### src/rtl/cmul_arbiter_if.sv
// rtl/cmul_arbiter_if.sv - requester, result and multiplier signals of the shared complex-multiplier arbiter
// slave is the arbiter side; master is the requesters plus the multiplier.
interface cmul_arbiter_if #(
  parameter int N_REQ = 4,
  parameter int WIDTH = 32
);
  localparam int GW = $clog2(N_REQ);

  logic [N_REQ-1:0]       req;
  logic [N_REQ*WIDTH-1:0] req_a;
  logic [N_REQ*WIDTH-1:0] req_b;
  logic [N_REQ-1:0]       ack;
  logic [2*WIDTH-1:0]     result;
  logic                   result_valid;
  logic                   error;
  logic [GW-1:0]          grant_id;
  logic                   busy;
  logic                   mul_start;
  logic [WIDTH-1:0]       mul_a;
  logic [WIDTH-1:0]       mul_b;
  logic                   mul_done;
  logic [2*WIDTH-1:0]     mul_result;

  modport slave (
    input  req, req_a, req_b, mul_done, mul_result,
    output ack, result, result_valid, error, grant_id, busy, mul_start, mul_a, mul_b
  );

  modport master (
    output req, req_a, req_b, mul_done, mul_result,
    input  ack, result, result_valid, error, grant_id, busy, mul_start, mul_a, mul_b
  );
endinterface

### src/rtl/cmul_arbiter.sv
// rtl/cmul_arbiter.sv - round-robin arbiter sharing one complex multiplier among N_REQ requesters
// Sequences the multiplier start/done handshake and aborts a transaction after TIMEOUT busy cycles.
module cmul_arbiter #(
  parameter int N_REQ   = 4,
  parameter int WIDTH   = 32,
  parameter int TIMEOUT = 64
) (
  input  logic          clk,
  input  logic          reset,
  cmul_arbiter_if.slave bus
);
  localparam int GW = $clog2(N_REQ);
  localparam int CW = $clog2(TIMEOUT + 1);
  localparam logic [CW-1:0] WD_LAST = CW'(TIMEOUT - 1);

  typedef enum logic [1:0] {IDLE, BUSY, RELEASE} state_t;

  state_t             state, state_nxt;
  logic [GW-1:0]      rr_ptr;
  logic [GW-1:0]      win_id;
  logic               win_found;
  logic [GW-1:0]      ptr_nxt;
  logic [CW-1:0]      wd_cnt;
  logic               done_hit;
  logic               timeout_hit;

  logic [N_REQ-1:0]   ack_q;
  logic [2*WIDTH-1:0] result_q;
  logic               result_valid_q;
  logic               error_q;
  logic [GW-1:0]      grant_q;
  logic               mul_start_q;
  logic [WIDTH-1:0]   mul_a_q;
  logic [WIDTH-1:0]   mul_b_q;

  // First requester at or above rr_ptr, wrapping modulo N_REQ.
  always_comb begin
    int idx;
    idx       = 0;
    win_found = 1'b0;
    win_id    = '0;
    for (int off = 0; off < N_REQ; off++) begin
      idx = int'(rr_ptr) + off;
      if (idx >= N_REQ) idx = idx - N_REQ;
      if (!win_found && bus.req[idx]) begin
        win_found = 1'b1;
        win_id    = GW'(idx);
      end
    end
  end

  assign ptr_nxt     = (grant_q == GW'(N_REQ - 1)) ? '0 : grant_q + 1'b1;
  assign done_hit    = (state == BUSY) && bus.mul_done;
  // Completion takes priority when done arrives on the last watchdog cycle.
  assign timeout_hit = (state == BUSY) && !bus.mul_done && (wd_cnt == WD_LAST);

  always_ff @(posedge clk or posedge reset) begin
    if (reset) state <= IDLE;
    else       state <= state_nxt;
  end

  always_comb begin
    state_nxt = state;
    unique case (state)
      IDLE:    if (win_found) state_nxt = BUSY;
      BUSY:    if (done_hit || timeout_hit) state_nxt = RELEASE;
      RELEASE: state_nxt = IDLE;
      default: state_nxt = IDLE;
    endcase
  end

  always_ff @(posedge clk or posedge reset) begin
    if (reset) begin
      rr_ptr         <= '0;
      wd_cnt         <= '0;
      ack_q          <= '0;
      result_q       <= '0;
      result_valid_q <= 1'b0;
      error_q        <= 1'b0;
      grant_q        <= '0;
      mul_start_q    <= 1'b0;
      mul_a_q        <= '0;
      mul_b_q        <= '0;
    end else begin
      case (state)
        IDLE: begin
          if (win_found) begin
            grant_q     <= win_id;
            mul_a_q     <= bus.req_a[int'(win_id)*WIDTH +: WIDTH];
            mul_b_q     <= bus.req_b[int'(win_id)*WIDTH +: WIDTH];
            mul_start_q <= 1'b1;
            wd_cnt      <= '0;
          end
        end
        BUSY: begin
          wd_cnt <= wd_cnt + 1'b1;
          if (done_hit) begin
            result_q       <= bus.mul_result;
            result_valid_q <= 1'b1;
            ack_q          <= {{(N_REQ-1){1'b0}}, 1'b1} << grant_q;
            mul_start_q    <= 1'b0;
            rr_ptr         <= ptr_nxt;
          end else if (timeout_hit) begin
            error_q     <= 1'b1;
            ack_q       <= {{(N_REQ-1){1'b0}}, 1'b1} << grant_q;
            mul_start_q <= 1'b0;
            rr_ptr      <= ptr_nxt;
          end
        end
        RELEASE: begin
          ack_q          <= '0;
          result_valid_q <= 1'b0;
          error_q        <= 1'b0;
        end
        default: ;
      endcase
    end
  end

  assign bus.ack          = ack_q;
  assign bus.result       = result_q;
  assign bus.result_valid = result_valid_q;
  assign bus.error        = error_q;
  assign bus.grant_id     = grant_q;
  assign bus.busy         = (state != IDLE);
  assign bus.mul_start    = mul_start_q;
  assign bus.mul_a        = mul_a_q;
  assign bus.mul_b        = mul_b_q;
endmodule

### src/flat_wrapper.sv
// flat-port wrapper written by rule: the top's interface ports become plain ports
module cmul_arbiter_flat 
#(
  parameter int N_REQ   = 4,
  parameter int WIDTH   = 32,
  parameter int TIMEOUT = 64
)
  (clk, reset, bus_req, bus_req_a, bus_req_b, bus_mul_done, bus_mul_result, bus_ack, bus_result, bus_result_valid, bus_error, bus_grant_id, bus_busy, bus_mul_start, bus_mul_a, bus_mul_b);
  cmul_arbiter_if #(.N_REQ(N_REQ), .WIDTH(WIDTH)) bus_i ();
  input  logic clk;
  input  logic reset;
  input wire logic [$bits(bus_i.req)-1:0] bus_req;
  input wire logic [$bits(bus_i.req_a)-1:0] bus_req_a;
  input wire logic [$bits(bus_i.req_b)-1:0] bus_req_b;
  input wire logic [$bits(bus_i.mul_done)-1:0] bus_mul_done;
  input wire logic [$bits(bus_i.mul_result)-1:0] bus_mul_result;
  output wire logic [$bits(bus_i.ack)-1:0] bus_ack;
  output wire logic [$bits(bus_i.result)-1:0] bus_result;
  output wire logic [$bits(bus_i.result_valid)-1:0] bus_result_valid;
  output wire logic [$bits(bus_i.error)-1:0] bus_error;
  output wire logic [$bits(bus_i.grant_id)-1:0] bus_grant_id;
  output wire logic [$bits(bus_i.busy)-1:0] bus_busy;
  output wire logic [$bits(bus_i.mul_start)-1:0] bus_mul_start;
  output wire logic [$bits(bus_i.mul_a)-1:0] bus_mul_a;
  output wire logic [$bits(bus_i.mul_b)-1:0] bus_mul_b;
  assign bus_i.req = bus_req;
  assign bus_i.req_a = bus_req_a;
  assign bus_i.req_b = bus_req_b;
  assign bus_i.mul_done = bus_mul_done;
  assign bus_i.mul_result = bus_mul_result;
  assign bus_ack = bus_i.ack;
  assign bus_result = bus_i.result;
  assign bus_result_valid = bus_i.result_valid;
  assign bus_error = bus_i.error;
  assign bus_grant_id = bus_i.grant_id;
  assign bus_busy = bus_i.busy;
  assign bus_mul_start = bus_i.mul_start;
  assign bus_mul_a = bus_i.mul_a;
  assign bus_mul_b = bus_i.mul_b;
  cmul_arbiter #(.N_REQ(N_REQ), .WIDTH(WIDTH), .TIMEOUT(TIMEOUT)) u_core (.clk(clk), .reset(reset), .bus(bus_i));
endmodule
### config.mk
export PLATFORM = sky130hd
export DESIGN_NAME = cmul_arbiter_flat
export DESIGN_NICKNAME = d
export VERILOG_FILES = /design/src/rtl/cmul_arbiter_if.sv /design/src/rtl/cmul_arbiter.sv /design/src/flat_wrapper.sv
export SDC_FILE = /design/constraint.sdc
export NUM_CORES = 1
export LEC_CHECK = 0
export BUFFER_PORTS_ARGS = -buffer_cell sky130_fd_sc_hd__buf_2
export CORE_AREA = 2 2 181 183
export CTS_BUF_LIST = sky130_fd_sc_hd__clkbuf_2 sky130_fd_sc_hd__clkbuf_4 sky130_fd_sc_hd__clkbuf_8
export CTS_CLUSTER_SIZE = 10
export DETAILED_ROUTE_END_ITERATION = 8
export DIE_AREA = 0 0 183 185
export PLACE_DENSITY = 0.62
export SYNTH_ARGS = -nofsm -noshare
export SYNTH_HDL_FRONTEND = slang
export SYNTH_SLANG_ARGS = --single-unit
### constraint.sdc
create_clock -name clk -period 6.8 [get_ports clk]
set_input_delay 0.68 -clock clk [delete_from_list [all_inputs] [get_ports clk]]
set_output_delay 0.68 -clock clk [all_outputs]
set_load 0.005 [all_outputs]
==> flow_metrics.py, run 1 <==
metrics = {
    "run_status": {
        "status": "finished, final reports clean",
    },
    "clocking": {
        "cts_buffer_depth": 2,
        "cts_buffers": 17,
        "cts-root-buf": "clkbuf_8",
        "post_cts_resize_count": 0,
        "clkTransAtPathRegs_ps": 80,
        "cts_max_level": 4,
        "post_cts_buffers": 0,
        "clkSinkCount": 148,
        "clk_latency_ps": 460,
        "hold_buffers": 0,
        "tritoncts": "done",
    },
    "grt": {
        "met2_usage_pct": 25.20,
        "antenna_found_initial": 1,
        "busiest_layer": "met2",
        "grt_pass1_wl_mm": 37.87,
        "globalRouteOverflowTotal": 0,
        "grt_pass1_vias": 6829,
        "grt_use_total_pct": 14.70,
        "grt_start_max_net_pins": 89,
        "grtUsageMet1_pct": 17.09,
        "met3_usage_pct": 5.643,
    },
    "timing": {
        "max_slew_margin_pct": 28.74,
        "hold_viol": 0,
        "finalCritPeriodShare_pct": 49.75,
        "fin_ws_ps": 3417,
        "worst_pin_slew_ps": 1069,
        "grt_setup_unrepaired": "false",
        "fin_tns_setup_ps": 0,
        "skew_ps": 8.248,
        "fmax_ghz": 0.2956,
        "drv_slew": 0,
        "finalSetupViolations": 0,
        "period_needed_ps": 3383,
    },
    "floorplanning": {
        "rows": 66,
        "die_w_um": 183,
        "start_util_pct": 24.48,
        "core-area_um2": 32040,
        "die_h_um": 185,
        "die_area_um2": 33860,
        "ios": 465,
    },
    "synth": {
        "synth-seq-area-share_pct": 47.22,
        "synth_cells": 620,
        "synth_seq_cells": 148,
        "synth_edf_count": 0,
        "synth.net_count": 956,
        "yosys_most_used_dff": "dfrtp_1",
        "syn_area_per_cell_um2": 12.65,
        "postSynth.asyncResetShare_pct": 100.0,
        "ys.warnings.count": 0,
        "synth_cell_types": 37,
        "netlist_area_um2": 7843,
    },
    "worst_setup_path": {
        "critical_path_class": "in2reg",
        "crit_path_start_kind": "primary input",
        "endpoint_kind": "register",
        "ff2ff_setup_slack_ps": 3660,
        "cp.required_ps": 7090,
        "crit_fanout": 67,
        "cp.arrival_ps": 3670,
    },
    "power_and_ir_drop": {
        "leakage_nw": 5.561,
        "power.density_nw_per_um2": 408.5,
        "intPower_mw": 2.658,
        "switchingPower_mw": 1.715,
        "p_comb_share_pct": 50.0,
        "power_frac_seq_pct": 35.7,
        "switching_share_pct": 39.23,
        "irDropWorstVdd_mv": 0.2255,
        "pwr-share-clk_pct": 14.3,
    },
    "place": {
        "dp.final_hpwl_mm": 19.74,
        "gp_congestion": 0.7689,
        "dpl-instance-area_um2": 10360,
        "dp_cells": 1453,
        "dp_slack_ps": 2872,
        "io_buffer_count": 464,
    },
    "cells_and_area": {
        "fin_nets": 1400,
        "fin_cells": 1483,
        "drive_above_1_share_pct": 57.54,
        "areaGrowthSynthToFinish_pct": 36.50,
        "final_common_cell": "buf_2",
        "finish.instance_area_um2": 10710,
        "mostFrequentLayoutCells": "buf_2 (464), dfrtp_1 (148), mux2i_1 (133)",
        "utilization_pct": 33.41,
    },
    "routing": {
        "drc": 0,
        "num_vias": 6813,
        "wl_per_cell_um": 17.41,
        "drt_iter0_markers": 237,
        "drt_wl_total_mm": 25.82,
        "antenna_left": 0,
        "drtPass1Iterations": 4,
        "vias_per_cell": 4.594,
    },
    "run": {
        "maxCapViolations": 0,
    },
    "worst_hold_path": {
        "hp-class": "in2async",
    },
}
==> metrics by stage <==
| step | hold slack (ps) | total power, mW |
|---|---|---|
| global route | 377.0 | 4.718 |
| finish | 365.2 | 4.373 |
| detailed placement | 467.4 | 3.799 |
| floorplan | 471.4 | 3.034 |
| global placement | 465.2 | 3.738 |
| CTS | 367.8 | 4.455 |
==> power by group through the flow <==
stage	Combinational, mW	Clock, mW	Sequential [mW]
floorplan	1.46	0	1.58
global placement	2.17	0	1.57
detailed placement	2.23	0	1.57
CTS	2.23	0.664	1.56
global route	2.40	0.701	1.61
finish	2.18	0.627	1.56
==> Yosys cell counts, types with 3 or more instances <==
master    instances  share of area [%]
o221ai_1         20                2.2
mux2i_1         133                 17
nand2_1          79                3.8
buf_12            5                1.3
o21ai_0          15               0.96
nor3_1            3               0.19
nor2b_1           4               0.32
nor2_1            8               0.38
dfrtp_1         148                 47
mux2_2           69                9.9
inv_1            10               0.48
buf_2            13               0.83
clkbuf_1         10               0.48
a21oi_1          10               0.64
ha_1              9                1.4
buf_6            14                2.0
nand3_1           4               0.26
o221ai_2         44                8.4
==> registers in the layout, summed over array words and instances (netlist names) <==
name and flops:
u_core.bus.ack 4, u_core.bus.grant_id 2, u_core.bus.mul_start 1, u_core.rr_ptr 2, u_core.wd_cnt 7, u_core.state 2, u_core.bus.mul_b 32, u_core.bus.mul_a 32
u_core.bus.result 64, u_core.bus.error 1, u_core.bus.result_valid 1
==> worst max-delay path, stage by stage <==
cell and delay (ps):
buf_2 130, or4_1 670, nand2_2 120, buf_4 590
or2_4 510, buf_4 660, o221ai_1 240
==> logic make-up (layout without fill, tap and decap cells) <==
group,Yosys count,in the layout,synth area share [%]
xor gates and xnor gates,3,3,0.3351
other,0,1,0
and+or+nand+nor,106,106,5.632
buffers and inverters,54,508,5.361
AOI/OAI and AO/OA,98,98,13.13
muxes,202,202,26.88
DFF,148,148,47.22
adders and majority gates,9,9,1.436
==> area by class of cell <==
class	instances	area [um2]
Fill cell	3316	21340
Multi-Input combinational cell	418	3731
Sequential cell	148	3704
Timing Repair Buffer	469	2372
Tap cell	408	510.5
Clock buffer	22	290.3
Clock inverter	7	52.55
Inverter	10	42.54
Antenna cell	1	2.502
==> layer usage <==
layer	vias up	routed length [um]
li1	3191	-
met1	3279	10260
met2	322	12790
met3	21	2411
met4	0	361
met5	-	0
==> worst paths after layout <==
check	from	endpoint	depth (start not counted)
max	bus_req[1]	u_core.bus.mul_b[21]	7
min	reset	u_core.bus.mul_start	2
max reg2reg	u_core.state[0]	u_core.bus.mul_b[21]	7
min reg2reg	u_core.bus.mul_a[20]	u_core.bus.mul_a[20]	2
max in group asynchronous	reset	u_core.bus.result[41]	3
min in group clk	bus_mul_result[33]	u_core.bus.result[33]	2
(Power assumes the default switching activity.)
==> run 2: changes to the inputs <==
- clock period: 6.8 -> 3.2 ns (I/O delays scaled with it)
==> run 2 against run 1 <==
Against the previous run:
- global-route usage is 0.89 points higher
- critical path depth is 1 lower
- non-clock buffer count is 16 higher
- total power is 120% higher
- register-to-register slack worse by 2800 ps
- setup slack worse by 2500 ps
- via count is 0.56% higher
- routed wire length is 4.4% higher
- core utilization is 0.83 points higher
- hold slack worse by 300 ps
- flip-flop and latch count stayed put
- count of clock-buffer cells in the layout is 5 lower
- critical path type is now reg2reg
- largest power group unchanged
- highest routed layer is now met5
==> flow_metrics.py, run 2 (synthesis results as in run 1) <==
metrics = {
    "clocking": {
        "clkTransAtPathRegs_ps": 90,
        "clkSinkCount": 148,
        "tritoncts": "done",
        "cts_max_level": 4,
        "cts_buffers": 17,
        "post_cts_buffers": 0,
        "cts_buffer_depth": 2,
        "cts-root-buf": "clkbuf_8",
        "clk_latency_ps": 470,
    },
    "grt": {
        "grt_pass1_wl_mm": 39.89,
        "antenna_found_initial": 7,
        "grt_pass1_vias": 7062,
        "globalRouteOverflowTotal": 0,
        "grt_use_total_pct": 15.59,
        "grt_start_max_net_pins": 94,
    },
    "floorplanning": {
        "die_area_um2": 33860,
        "die_h_um": 185,
        "rows": 66,
        "ios": 465,
        "start_util_pct": 24.48,
        "die_w_um": 183,
        "core-area_um2": 32040,
    },
    "cells_and_area": {
        "drive_above_1_share_pct": 57.82,
        "largest_register_ffs": 64,
        "areaGrowthSynthToFinish_pct": 39.90,
        "fin_nets": 1416,
        "mostFrequentLayoutCells": "buf_2 (464), dfrtp_1 (148), mux2i_1 (133)",
        "final_common_cell": "buf_2",
    },
    "run": {
        "maxCapViolations": 0,
    },
    "routing": {
        "dr.max_layer_used": "met5",
        "drt_iter0_markers": 168,
        "vias_per_cell": 4.561,
        "wl_met1_mm": 10.60,
        "num_vias": 6851,
        "wl_per_cell_um": 17.94,
        "wl_met3_mm": 2.396,
        "drtPass1Iterations": 4,
        "drc": 0,
        "antenna_left": 0,
        "drt_wl_total_mm": 26.95,
        "dr_wl_met2_mm": 13.57,
    },
    "worst_setup_path": {
        "cp.required_ps": 3540,
        "crit_fanout": 25,
        "crit_path_start_kind": "register",
        "endpoint_kind": "register",
        "critical_path_class": "reg2reg",
        "cp.arrival_ps": 2650,
    },
    "timing": {
        "hold_viol": 0,
        "fin_tns_setup_ps": 0,
        "max_slew_margin_pct": 62.13,
        "grt_setup_unrepaired": "false",
        "fmax_ghz": 0.4331,
        "worst_pin_slew_ps": 562.2,
        "fin_ws_ps": 891.1,
        "finalCritPeriodShare_pct": 72.15,
        "period_needed_ps": 2309,
        "holdWs_ps": 66.57,
        "skew_ps": 13.21,
        "finalSetupViolations": 0,
        "drv_slew": 0,
    },
    "power_and_ir_drop": {
        "power.density_nw_per_um2": 876.9,
        "switching_share_pct": 39.14,
        "irDropWorstVdd_mv": 0.5028,
        "switchingPower_mw": 3.766,
        "pwr-share-clk_pct": 15.9,
        "intPower_mw": 5.856,
        "leakage_nw": 5.696,
        "p_comb_share_pct": 49.7,
        "power_frac_seq_pct": 34.3,
        "power_mw": 9.622,
    },
    "place": {
        "dp_slack_ps": 797.2,
        "gp_congestion": 0.7914,
        "io_buffer_count": 464,
        "dp.final_hpwl_mm": 21.28,
    },
    "worst_hold_path": {
        "hp-class": "in2reg",
    },
    "run_status": {
        "status": "finished, final reports clean",
    },
}
[run 2: routing by layer]
layer / GRT usage (%) / vias up
li1: - / 3232
met1: 17.73 / 3281
met2: 27.33 / 311
met3: 5.781 / 25
met4: 4.544 / 2
met5: 0 / -
[run 2: what timing repair did]
item / CTS / global route
hold buffers: 5 / 0
resized for setup: 0 / 0
endpoints found under the hold margin: 77 / 0
[run 2: through the flow]
stage          area, um2  utilization (%)  std cells
2_1_floorplan       7846                -        620
3_3_place_gp       10520            32.82       1464
3_5_place_dp       10520            32.82       1464
4_1_cts            10970            34.24       1501
5_1_grt            10970            34.24       1502
6_report           10970            34.24       1502
[run 2: area by class of cell]
class | instances | area [um2]
fill | 3266 | 21070
multi-input combinational | 418 | 3731
sequential | 148 | 3704
timing repair buffer | 485 | 2580
tap | 408 | 510.5
clock buffer | 17 | 234.0
clock inverter | 15 | 168.9
inverter | 10 | 41.29
antenna | 1 | 2.502
[run 2: final timing paths]
path	startpoint	end	slack, ps	depth (start not counted)
worst max-delay path	u_core.rr_ptr[1]	u_core.bus.mul_b[24]	890	6
worst min register to register	u_core.bus.mul_a[31]	u_core.bus.mul_a[31]	490	2
worst min-delay path	bus_mul_result[46]	u_core.bus.result[46]	70	2
min in group asynchronous	reset	u_core.bus.mul_a[8]	500	4
worst max register to register	u_core.rr_ptr[1]	u_core.bus.mul_b[24]	890	6
max in group asynchronous	reset	u_core.bus.mul_b[21]	2180	4
[run 2: power groups by stage]
stage / Sequential, mW / Combinational [mW] / Clock (mW)
after detailed placement: 3.33 / 4.87 / 0
after global placement: 3.31 / 4.77 / 0
after global routing: 3.43 / 5.26 / 1.68
after floorplan: 3.35 / 3.09 / 0
after CTS: 3.31 / 4.88 / 1.61
final: 3.30 / 4.79 / 1.53
[run 2: worst max-delay path, cell delays in order, from the launching register on]
cell,delay [ps]
dfrtp_1,450
mux2i_1,150
o22ai_1,210
or2_4,500
buf_4,430
mux2i_1,260
o221ai_1,140
